**src/rtl/datapath_pkg.sv**
```systemverilog
// Shared constants for the single-bus CPU datapath: word width and ALU opcodes.
package datapath_pkg;
    localparam int WIDTH = 32;

    localparam logic [4:0] OP_ADD  = 5'b00011;
    localparam logic [4:0] OP_SUB  = 5'b00100;
    localparam logic [4:0] OP_AND  = 5'b00101;
    localparam logic [4:0] OP_OR   = 5'b00110;
    localparam logic [4:0] OP_ROR  = 5'b00111;
    localparam logic [4:0] OP_ROL  = 5'b01000;
    localparam logic [4:0] OP_SHR  = 5'b01001;
    localparam logic [4:0] OP_SHRA = 5'b01010;
    localparam logic [4:0] OP_SHL  = 5'b01011;
    localparam logic [4:0] OP_MUL  = 5'b01111;
    localparam logic [4:0] OP_DIV  = 5'b10000;
    localparam logic [4:0] OP_NEG  = 5'b10001;
    localparam logic [4:0] OP_NOT  = 5'b10010;
endpackage

```
**src/rtl/data_path_alu.sv**
```systemverilog
// Combinational ALU: operand A from Y, operand B from the bus, 2*W-bit result for Z.
// MUL/DIV hardware exists only when DATAPATH_MULDIV_EN is defined.
module alu
    import datapath_pkg::*;
#(
    parameter int W = WIDTH
) (
    input  logic [4:0]     opcode,
    input  logic [W-1:0]   a,
    input  logic [W-1:0]   b,
    input  logic           cin,
    output logic [2*W-1:0] result
);
    localparam int SW = $clog2(W);

    logic [SW-1:0]  sh;
    logic [2*W-1:0] dbl;
    logic [2*W-1:0] ror_v;
    logic [2*W-1:0] rol_v;

    // Rotates come from shifting a doubled copy of A.
    assign sh    = b[SW-1:0];
    assign dbl   = {a, a};
    assign ror_v = dbl >> sh;
    assign rol_v = dbl << sh;

`ifdef DATAPATH_MULDIV_EN
    logic signed [2*W-1:0] prod;
    logic signed [W:0]     ax;
    logic signed [W:0]     bx;

    assign prod = $signed({{W{a[W-1]}}, a}) * $signed({{W{b[W-1]}}, b});
    // One extra bit keeps MIN/-1 from overflowing the divider.
    assign ax   = $signed({a[W-1], a});
    assign bx   = $signed({b[W-1], b});
`endif

    always_comb begin
        result = '0;
        case (opcode)
            OP_ADD:  result[W-1:0] = a + b + W'(cin);
            OP_SUB:  result[W-1:0] = a - b;
            OP_AND:  result[W-1:0] = a & b;
            OP_OR:   result[W-1:0] = a | b;
            OP_ROR:  result[W-1:0] = ror_v[W-1:0];
            OP_ROL:  result[W-1:0] = rol_v[2*W-1:W];
            OP_SHR:  result[W-1:0] = a >> sh;
            OP_SHRA: result[W-1:0] = $signed(a) >>> sh;
            OP_SHL:  result[W-1:0] = a << sh;
`ifdef DATAPATH_MULDIV_EN
            OP_MUL:  result = prod;
            OP_DIV:  if (b != '0) result = {W'(ax % bx), W'(ax / bx)};
`endif
            OP_NEG:  result[W-1:0] = -b;
            OP_NOT:  result[W-1:0] = ~b;
            default: result = '0;
        endcase
    end
endmodule

```
**src/rtl/data_path.sv**
```systemverilog
// Single-bus 32-bit datapath: register file, special registers, bus mux, ALU, MDR capture.
// Optional MUL/DIV support is enabled by defining DATAPATH_MULDIV_EN.
module data_path
    import datapath_pkg::*;
#(
    parameter int WIDTH = datapath_pkg::WIDTH
) (
    input  logic               clock,
    input  logic               clear,
    input  logic               PCout, Zhighout, Zlowout, MDRout,
    input  logic               R0out, R1out, R2out, R3out, R4out, R5out, R6out, R7out,
    input  logic               R8out, R9out, R10out, R11out, R12out, R13out, R14out, R15out,
    input  logic               HIout, LOout,
    input  logic               MARin, PCin, MDRin, IRin, Yin,
    input  logic               R0in, R1in, R2in, R3in, R4in, R5in, R6in, R7in,
    input  logic               R8in, R9in, R10in, R11in, R12in, R13in, R14in, R15in,
    input  logic               HIin, LOin, ZHighIn, ZLowIn,
    input  logic               IncPC,
    input  logic               Read,
    input  logic               Cin,
    input  logic [4:0]         opcode,
    input  logic [WIDTH-1:0]   Mdatain,
    output logic [WIDTH-1:0]   BusMuxOut,
    output logic [WIDTH-1:0]   IR_q,
    output logic [WIDTH-1:0]   PC_q,
    output logic [WIDTH-1:0]   MAR_q,
    output logic [2*WIDTH-1:0] Z_q
);
    logic [15:0]            rout, rin;
    logic [15:0][WIDTH-1:0] rf;
    logic [WIDTH-1:0]       bus, pc, ir, mar, mdr, y, hi, lo, zhi, zlo;
    logic [2*WIDTH-1:0]     alu_res;

    assign rout = {R15out, R14out, R13out, R12out, R11out, R10out, R9out, R8out,
                   R7out, R6out, R5out, R4out, R3out, R2out, R1out, R0out};
    assign rin  = {R15in, R14in, R13in, R12in, R11in, R10in, R9in, R8in,
                   R7in, R6in, R5in, R4in, R3in, R2in, R1in, R0in};

    // Later assignments win, so the lowest-priority source is written first.
    always_comb begin
        bus = '0;
        for (int i = 15; i >= 0; i--)
            if (rout[i]) bus = rf[i];
        if (LOout)    bus = lo;
        if (HIout)    bus = hi;
        if (Zhighout) bus = zhi;
        if (Zlowout)  bus = zlo;
        if (PCout)    bus = pc;
        if (MDRout)   bus = mdr;
    end

    genvar g;
    generate
        for (g = 0; g < 16; g++) begin : g_rf
            always_ff @(posedge clock or negedge clear) begin
                if (!clear)      rf[g] <= '0;
                else if (rin[g]) rf[g] <= bus;
            end
        end
    endgenerate

    always_ff @(posedge clock or negedge clear) begin
        if (!clear) begin
            pc  <= '0;
            ir  <= '0;
            mar <= '0;
            mdr <= '0;
            y   <= '0;
            hi  <= '0;
            lo  <= '0;
            zhi <= '0;
            zlo <= '0;
        end else begin
            if (IncPC)        pc  <= pc + 1'b1;
            else if (PCin)    pc  <= bus;
            if (IRin)         ir  <= bus;
            if (MARin)        mar <= bus;
            if (MDRin)        mdr <= Read ? Mdatain : bus;
            if (Yin)          y   <= bus;
            if (HIin)         hi  <= bus;
            if (LOin)         lo  <= bus;
            if (ZHighIn)      zhi <= alu_res[2*WIDTH-1:WIDTH];
            if (ZLowIn)       zlo <= alu_res[WIDTH-1:0];
        end
    end

    alu #(.W(WIDTH)) u_alu (
        .opcode (opcode),
        .a      (y),
        .b      (bus),
        .cin    (Cin),
        .result (alu_res)
    );

    assign BusMuxOut = bus;
    assign IR_q      = ir;
    assign PC_q      = pc;
    assign MAR_q     = mar;
    assign Z_q       = {zhi, zlo};
endmodule

```
**config.mk**
```make
export PLATFORM = sky130hd
export DESIGN_NAME = data_path
export DESIGN_NICKNAME = d
export VERILOG_FILES = /design/src/rtl/datapath_pkg.sv /design/src/rtl/data_path_alu.sv /design/src/rtl/data_path.sv
export SDC_FILE = /design/constraint.sdc
export NUM_CORES = 2
export LEC_CHECK = 0
export CAP_MARGIN = 5
export CORE_MARGIN = 2
export CORE_UTILIZATION = 28
export CTS_CLUSTER_SIZE = 28
export DETAILED_ROUTE_END_ITERATION = 10
export PLACE_DENSITY = 0.49
export SYNTH_ARGS = -nofsm -noshare
export SYNTH_HDL_FRONTEND = slang
export SYNTH_SLANG_ARGS = --single-unit
```
**constraint.sdc**
```tcl
create_clock -name clock -period 15.5 [get_ports clock]
set_clock_uncertainty 0.1 [all_clocks]
set_input_delay 3.1 -clock clock [delete_from_list [all_inputs] [get_ports clock]]
set_output_delay 3.1 -clock clock [all_outputs]
set_load 0.01 [all_outputs]
```
==> results.md <==
- Outcome: complete, no violations
- Multiplexer share of the synthesized area: 0.0559
- EDFF count, synth: 0
- Chip width: 401 um
- #FFs+latches synth: 768
- Tightest Pin Transition: 1.19 ns
- Kind of cell adding the most delay to the critical path: compound AO/OA/AOI/OAI gates
- Clock sink count: 768
- Kind of end point of the critical path: primary output
- Flop pwr share: 0.358
- Total Power: 7.20 mW
- Sequential-to-total area share from yosys stat: 0.435
- Clock power frac: 0.312
- Worst setup SP type: input port
- Combinational power share: 0.330
- Hpwl dp: 142000 um
- Synthesis-to-layout area growth: 16.5%
- Final setup fails: 0
- Clock-pin slew on the worst setup and hold paths: 0.06 ns
- Max VDD drop: 0.0000925 V
- Cell count after synthesis: 5104
- Cts repair resizes: 0
- CTS tree: yes
- Antenna-violating nets left: 0
- Distinct cells, synth: 96
- Starting Density: 0.283
- Slew HR: 0.184
- Synth Area in Simple Gates: 0.140
- Max Fclk: 0.0845 GHz
- Tot GR Track Use: 0.250
- Routability Congestion: 0.991
- Critical path type: in -> out
- Post-route DRC: 0
- Fillers: 16400
- Global-route wire length before repair: 296000 um
- Sw Pwr: 2.76 mW
- Via density: 5.78
- Largest stage delay, worst path: 0.76 ns
- Synth Cell Area: 44200 um^2
- Tcrit/Tclk final: 0.763
- RSZ-0062 raised after global routing: no
- Max clock buf depth: 3
- Setup Fix Bufs, Post-CTS: 0
- Die height: 401 um
- Sw frac: 0.384
- Worst path cell trace: clkdlybuf4s50_1 -> buf_4 -> nor2b_2 -> buf_4 -> a221oi_1 -> nor3_1 -> a211oi_1 -> o31ai_1 -> o211ai_1 -> a21oi_1 -> o21ai_0 -> a2111oi_0 -> a2111oi_4 -> buf_4 -> inv_1 -> clkdlybuf4s50_1
- Fin. Hold Viols: 0
- Hold Buf Count CTS: 0
- Synthesized area per cell: 8.66 um^2
- Total number of vias: 41900
- Lkg Pwr: 21.2 nW
- Rows: 145
- Clk_lat worst skew: 0.72 ns
- Cell-internal power: 4.43 mW
- 1st-iter DRT viols: 5166
- Cell repeated most along the worst path: buf_4
- Die ar.: 161000 um^2
- Cts bufs inserted: 91
- Synth warn: 0
- Ys async rst share: 1.00
- Core area: 156000 um^2
- Setup TNS: 0 ns
- Vias in the first global route: 39000
- Compound-cell area share of the yosys netlist: 0.269
- TritonRoute pass-1 iters: 6
- Max Cap Viol: 0
- Slowest-stage cell, CP: o21ai_0
- H-tree levels: 3
- WL per Instance: 28.6 um
- CP arrival: 8.63 ns
- PwrDens: 140 nW/um^2
- CP required: 12.30 ns
- Clock Tree Root: clkbuf_16
- Crit path time final: 11.83 ns
- Synth Area in XOR/XNOR: 0.0107
- Post-synthesis adder-cell area fraction: 0.0299
- Pins Over Slew Limit: 0
- Top_reg_cell synth: dfrtp_1
- Post-Route WL: 207000 um
- Port Buffers: 247
- IO Count: 281
- Layout cells sized above 1: 0.0988
- Largest family of logic cells by synthesized area: compound AO/OA/AOI/OAI gates
- Critical path fanouts, max: 34
- CP bufs+invs: 6
- Gr ovfl total: 0
- Largest net degree at the start of global routing: 162
- Worst hold path type: reg -> reg
- Initial antenna violation count: 16
- Nets: 5311
-- worst paths after layout --
check / startpoint / end / slack [ns] / cells after the start
min in group asynchronous: clear / rf[245]$_DFFE_PN0P_ / 2.29 / 1
min reg2reg: mdr[13]$_DFFE_PN0P_ / mdr[13]$_DFFE_PN0P_ / 0.39 / 1
min: mdr[13]$_DFFE_PN0P_ / mdr[13]$_DFFE_PN0P_ / 0.39 / 1
max in group asynchronous: clear / y[31]$_DFFE_PN0P_ / 10.73 / 3
max: R14out / BusMuxOut[5] / 3.67 / 16
max reg2reg: rf[453]$_DFFE_PN0P_ / zlo[24]$_DFFE_PN0P_ / 7.67 / 24
-- worst register-to-register path, cell delays in order, from the launching register on --
cell and delay [ns]:
dfrtp_1 0.38, a221oi_1 0.30, nor3_1 0.08, a211oi_1 0.31, o31ai_1 0.14, o211ai_1 0.22
a21oi_1 0.14, o21ai_0 0.76, a2111oi_0 0.36, a2111oi_4 0.68, buf_4 0.51, inv_1 0.18
ha_1 0.33, o21a_1 0.23, o2111ai_1 0.38, o211ai_1 0.20, o211a_1 0.23, a31oi_1 0.30
nand2b_1 0.13, a21o_1 0.20, a21oi_1 0.17, xor2_1 0.17, nor2_1 0.06, a2111oi_0 0.81
o221ai_1 0.27
-- sequential cells by signal (all words and copies together) (netlist names) --
| register | flops |
|---|---|
| hi | 32 |
| PC_q | 32 |
| IR_q | 32 |
| mdr | 32 |
| zlo | 32 |
| y | 32 |
| MAR_q | 32 |
| lo | 32 |
| rf | 512 |
-- final cells by class --
cell class                      instances  area [um^2]  area share
Multi-Input combinational cell       3747        22700       0.441
Sequential cell                       768        19200       0.373
Timing Repair Buffer                  383         3370      0.0654
Clock buffer                          129         2630      0.0512
Tap cell                             2058         2570      0.0500
Inverter                              128          488     0.00948
Clock inverter                         36          467     0.00907
Antenna cell                            3         7.51    0.000146
-- stage by stage --
step	cell area, um^2	setup slack, ns	hold WS [ns]	instances	utilization
global placement	48400	3.75	0.368	7084	0.309
detailed placement	48400	3.68	0.371	7084	0.309
floorplan	44300	6.49	0.350	5135	-
global route	51500	3.43	0.412	7250	0.329
finish	51500	3.67	0.391	7252	0.329
CTS	51500	3.66	0.384	7249	0.329
-- kinds of logic after synthesis --
logic type | count (synthesis)
compound gates | 1893
other cells | 1
buf+inv | 620
xor+xnor | 54
simple gates | 1433
mux | 231
flops | 768
fa+ha+maj | 104
-- cells in the final DEF (no fill, tap or decap), types with 20 or more instances in the layout --
master,count
a21o_1,36
clkdlybuf4s50_1,212
nand3_1,95
o21ai_0,233
ha_1,100
o22ai_1,68
buf_2,34
xor2_1,27
a221oi_1,95
a31oi_1,23
dfrtp_1,768
nor3_1,36
conb_1,32
o31ai_1,41
o221ai_1,63
o21a_1,44
inv_1,121
xnor2_1,27
a22oi_1,68
a211oi_1,39
o2111ai_1,20
mux2_2,108
nand2_1,260
o211ai_1,80
nor2b_1,54
mux2i_1,119
a21oi_1,847
o21ai_1,35
buf_4,133
nor2_1,811
clkbuf_16,93
nand2b_1,39
a221o_1,43
-- synthesized netlist by cell type, types with 63 or more instances --
master / count / area share
nand2_1: 261 / 0.022
a221oi_1: 96 / 0.019
a21oi_1: 853 / 0.097
dfrtp_1: 768 / 0.44
a22oi_1: 68 / 0.012
o221ai_1: 63 / 0.012
clkbuf_1: 354 / 0.030
nand3_1: 95 / 0.011
o21ai_0: 233 / 0.026
o22ai_1: 68 / 0.0096
nor2_1: 819 / 0.070
o211ai_1: 80 / 0.014
ha_1: 100 / 0.028
mux2_2: 108 / 0.028
mux2i_1: 119 / 0.027
inv_1: 123 / 0.010
-- power by group through the flow --
stage	Sequential [mW]	Clock (mW)	Combinational, mW
after global placement	2.59	0	2.31
after CTS	2.57	2.29	2.32
final	2.57	2.25	2.38
after global routing	2.61	2.38	2.52
after floorplan	2.54	0	1.37
after detailed placement	2.60	0	2.31
-- per-layer routing --
| layer | global-route usage | vias to the layer above | share of wire |
|---|---|---|---|
| li1 | - | 18400 | - |
| met1 | 0.365 | 21100 | 0.45 |
| met2 | 0.350 | 2098 | 0.41 |
| met3 | 0.0618 | 343 | 0.098 |
| met4 | 0.0980 | 16 | 0.043 |
| met5 | 0 | - | 0.00054 |
Note: power is estimated with default switching activity, not from simulation.
